--- config.mk ---
export PLATFORM = sky130hd
export DESIGN_NAME = instr_dispatch_queue
export DESIGN_NICKNAME = d
export VERILOG_FILES = /design/src/rtl/instr_dispatch_queue.sv
export SDC_FILE = /design/constraint.sdc
export NUM_CORES = 1
export LEC_CHECK = 0
export ABC_CLOCK_PERIOD_IN_PS = 3400
export CAP_MARGIN = 20
export CORE_MARGIN = 3
export CORE_UTILIZATION = 51
export CTS_CLUSTER_DIAMETER = 30
export DETAILED_ROUTE_END_ITERATION = 7
export PLACE_DENSITY = 0.78
export SLEW_MARGIN = 10
export SYNTH_ARGS = -nofsm -noshare
export SYNTH_HDL_FRONTEND = slang
export SYNTH_SLANG_ARGS = --single-unit
--- constraint.sdc ---
create_clock -name Clock -period 3.4 [get_ports Clock]
set_input_delay 0.68 -clock Clock [delete_from_list [all_inputs] [get_ports Clock]]
set_output_delay 0.68 -clock Clock [all_outputs]
set_load 0.03 [all_outputs]
--- src/rtl/instr_dispatch_queue.sv ---
// Circular in-order instruction queue feeding the Add/Sub and Mul/Div reservation stations.
// Optional synchronous queue flush is enabled with the INSTRQ_FLUSH_EN macro.
module instr_dispatch_queue #(
    parameter int INSTR_W = 9,
    parameter int DEPTH   = 8,
    parameter int CNT_W   = $clog2(DEPTH + 1)
) (
    input  logic               Clock,
    input  logic               Clear,
`ifdef INSTRQ_FLUSH_EN
    input  logic               Flush,
`endif
    input  logic               add,
    input  logic [INSTR_W-1:0] instrIn,
    input  logic               remove,
    input  logic               RS_AddSubFull,
    input  logic               RS_MulDivFull,
    output logic [INSTR_W-1:0] instrOut,
    output logic               dispValid,
    output logic               toAddSub,
    output logic               toMulDiv,
    output logic               illegal,
    output logic               stall,
    output logic               full,
    output logic               empty,
    output logic [CNT_W-1:0]   count
);

    localparam int PTR_W = $clog2(DEPTH);

    logic [INSTR_W-1:0] mem [DEPTH];
    logic [PTR_W-1:0]   head;
    logic [PTR_W-1:0]   tail;
    logic [INSTR_W-1:0] head_instr;
    logic               flush;
    logic               is_illegal;
    logic               to_as;
    logic               to_md;
    logic               rs_full;
    logic               do_disp;
    logic               do_stall;
    logic               do_enq;
    logic [CNT_W-1:0]   count_nxt;

`ifdef INSTRQ_FLUSH_EN
    assign flush = Flush;
`else
    assign flush = 1'b0;
`endif

    // Decode is done on the head entry; the top opcode bit alone marks an illegal instruction.
    always_comb begin
        head_instr = mem[head];
        is_illegal = head_instr[INSTR_W-1];
        to_as      = ~head_instr[INSTR_W-1] & ~head_instr[INSTR_W-2];
        to_md      = ~head_instr[INSTR_W-1] &  head_instr[INSTR_W-2];
        rs_full    = to_as ? RS_AddSubFull : RS_MulDivFull;
        do_disp    = ~flush & remove & ~empty & (is_illegal | ~rs_full);
        do_stall   = ~flush & remove & ~empty & ~is_illegal & rs_full;
        do_enq     = ~flush & add & (~full | do_disp);
        unique case ({do_enq, do_disp})
            2'b10:   count_nxt = count + CNT_W'(1);
            2'b01:   count_nxt = count - CNT_W'(1);
            default: count_nxt = count;
        endcase
    end

    always_ff @(posedge Clock) begin
        if (do_enq) begin
            mem[tail] <= instrIn;
        end
    end

    always_ff @(posedge Clock or negedge Clear) begin
        if (!Clear) begin
            head      <= '0;
            tail      <= '0;
            count     <= '0;
            empty     <= 1'b1;
            full      <= 1'b0;
            instrOut  <= '1;
            dispValid <= 1'b0;
            toAddSub  <= 1'b0;
            toMulDiv  <= 1'b0;
            illegal   <= 1'b0;
            stall     <= 1'b0;
        end else begin
            dispValid <= 1'b0;
            toAddSub  <= 1'b0;
            toMulDiv  <= 1'b0;
            illegal   <= 1'b0;
            stall     <= 1'b0;
            if (flush) begin
                head  <= '0;
                tail  <= '0;
                count <= '0;
                empty <= 1'b1;
                full  <= 1'b0;
            end else begin
                if (do_enq) begin
                    tail <= tail + PTR_W'(1);
                end
                if (do_disp) begin
                    head <= head + PTR_W'(1);
                end
                count <= count_nxt;
                full  <= (count_nxt == CNT_W'(DEPTH));
                empty <= (count_nxt == '0);
                if (do_disp && !is_illegal) begin
                    instrOut  <= head_instr;
                    dispValid <= 1'b1;
                    toAddSub  <= to_as;
                    toMulDiv  <= to_md;
                end
                illegal <= do_disp & is_illegal;
                stall   <= do_stall;
            end
        end
    end

endmodule

==> impl_results.md <==
* Overflow after GRT at 0
* Reg2Reg Setup Slack at 0.26 ns
* Synth area leader: edfxtp_1
* Cell area after synthesis at 4020 µm²
* Critical Path Sink Type: flop
* Req. time, crit path at 3.67 ns
* H-Tree Depth at 3
* Slew headroom at 0.355
* CORE AREA at 7450 µm²
* Worst IR Drop VDD at 0.000383 V
* Hold Fails Final Rpt at 0
* Dominant cell by count in the synthesized netlist: edfxtp_1
* Number of diodes at 0
* Netlist cell types at 40
* Setup violators final at 0
* Post-Route WL at 6990 µm
* Vias post-DR at 2053
* Met2 wire len at 3420 µm
* Hold-fix buffers, CTS at 0
* CTS tree: built
* Synth Warn # at 0
* Mux contribution to synthesized area at 0.166
* CP startpoint kind: flop
* Initial Util at 0.539
* Post-synth ARST share at 0.265
* Status: completed
* Root Buffer: clkbuf_8
* CTS max path bufs at 2
* Fill cells at 500
* Setup_tns at 0 ns
* Clock period minus worst slack at 3.14 ns
* Clock sink total at 98
* TritonRoute pass-1 iters at 4
* Post-synth top area share at 0.538
* IO buf count at 34
* Post-synth EDFFs at 72
* DRC at 0
* Maximum clock frequency at 318 MHz
* Die height at 94.7 µm
* Via density at 5.59
* Critical Path AT at 3.41 ns
* Clk_skew at 0.0119 ns
* Synthesized flop and latch total at 98
* Wire length on met3 at 386 µm
* Synth Area in XOR/XNOR at 0.0196
* Syn Inst Count at 207
* Reg2Reg Launch Point: head[0]
* Share of layout cells above drive strength 1 at 0.310
* GRT Total Usage at 0.170
* Leak pwr at 1.70 nW
* CP max FO at 6
* Cell Area, Placed at 4570 µm²
* Hold WS at 0.499 ns
* Sequential area share after synthesis at 0.704
* Reg clk slew, reported paths at 0.09 ns
* Commonest cells in the netlist: 72 x edfxtp_1, 17 x mux2_2, 16 x dfrtp_1, 12 x mux4_2, 10 x dfstp_2
* WHS Endpoint: instrOut[8]
* Avg Inst Size Synth at 19.4 µm²
* Initial DRC Count at 127
* Max-slew violation count at 0
* Top-Level Pins at 35
* WL/cell at 19.0 µm
* P&R area growth vs syn at 19.4%
* CTS buffer count at 9
* R2R depth at 13
* Worst skew pair latency at 0.35 ns
* First-pass GRT wire length at 11000 µm
* P per Cell Area at 862 nW/µm²
* FF-to-FF End: empty
* GPL Wtd Cong at 0.797
* Synth area leaders: edfxtp_1 54%, dfrtp_1 10%, mux4_2 6.7%
* Hold Path Stages at 1
* Fin crit share at 0.925
* Post-synthesis adder-cell area fraction at 0.0156
* Worst Tran Pin Value at 0.965 ns
* Highest metal used: met4
* Die X at 94.7 µm
* Final Cell Area at 4790 µm²
* Die Footprint at 8970 µm²
* Initial antenna violation count at 0
* Largest family of logic cells by synthesized area: multiplexers
* Worst hold path type: flop to flop
* Num rows at 31
* Syn_nets at 227
* Nets@finish at 283
* Largest net degree at the start of global routing at 22
* Post-synth top flop: edfxtp_1
* Vias in the first global route at 2078
* Met1 WL at 3100 µm
* Post-DP HPWL at 4510 µm
* Antenna-violating nets left at 0
* Min-delay src: instrOut[8]
* RSZ-0062 raised after global routing: no
* Synth Area in Simple Gates at 0.0598
* Synth Area in Compound Gates at 0.0193
* Critical setup path kind: flop to flop
* Max cap viols at 0
## flip-flops by register name (all words and copies together) (netlist names)
register and cells:
illegal 1, mem 72, toMulDiv 1, full 1, stall 1, head 3
count 4, dispValid 1, instrOut 9, tail 3, toAddSub 1, empty 1
## critical path: stages, from the launching register on
cell and delay, ns:
dfrtp_2 0.47, mux2i_1 0.16, mux4_2 0.57, mux2i_4 0.25, a21oi_2 0.20, inv_1 0.08, ha_2 0.22, xor2_1 0.17
ha_1 0.18, a21oi_1 0.15, xor2_1 0.16, nor2_1 0.06, xor2_1 0.17, nor4b_2 0.22
## power by group
group          total, mW  internal (mW)  leakage [nW]  switching [mW]
clock network      0.709          0.339        0.0926           0.371
registers           1.77           1.59         0.955           0.177
logic               1.65          0.845         0.649           0.809
## routing by layer
layer,GRT usage,up-vias
met3,0.0470,11
met5,0,-
met2,0.273,60
met1,0.230,1050
li1,-,932
met4,0.0457,0
## placed cells by master (no fill, tap or decap), types with 6 or more instances in the layout
cell,count
edfxtp_1,72
clkdlybuf4s50_1,34
buf_4,18
mux2_2,17
dfrtp_1,15
mux4_2,12
dfstp_2,10
clkbuf_8,9
nor2_1,6
## through the flow
stage	instances	utilization	power [mW]	worst slack [ns]
after floorplan	207	-	2.88	0.0898
after global placement	349	0.614	3.37	0.189
after detailed placement	349	0.614	3.42	0.0634
after CTS	365	0.639	4.13	0.0282
after global routing	367	0.644	4.37	0.00441
final	367	0.644	4.13	0.257
## worst max path at each step
stage / start / endpoint / slack, ns / depth (start not counted)
2_1_floorplan: head[0] / empty / 0.09 / 14
3_3_place_gp: head[0] / empty / 0.19 / 14
3_5_place_dp: head[0] / empty / 0.06 / 14
4_1_cts: head[0] / empty / 0.03 / 14
5_1_grt: head[0] / empty / 0.004 / 14
6_report: head[0] / empty / 0.26 / 13
## final cells by class
cell class              instances  area [µm²]  area share
clock buffers                  11         131      0.0274
clock inverters                 5        55.1      0.0115
inverters                       4        15.0     0.00313
multi-input cells              96        1140       0.239
flip-flops and latches         98        2830       0.590
well taps                      99         124      0.0258
repair buffers                 54         498       0.104
## timing repair
| action | CTS | global route |
|---|---|---|
| gates resized for setup | 0 | 6 |
| setup buffers | 0 | 2 |
| endpoints found under the setup margin | 0 | 3 |
## kinds of logic (layout without fill, tap and decap cells)
| family | Yosys count | in the layout |
|---|---|---|
| flip-flops | 98 | 98 |
| multiplexers | 40 | 40 |
| buffers and inverters | 13 | 74 |
| AO/OA/AOI/OAI | 10 | 10 |
| AND/OR/NAND/NOR | 32 | 32 |
| XOR/XNOR | 9 | 9 |
| adder cells (fa/ha/maj) | 5 | 5 |
Note: power is estimated with default switching activity, not from simulation.
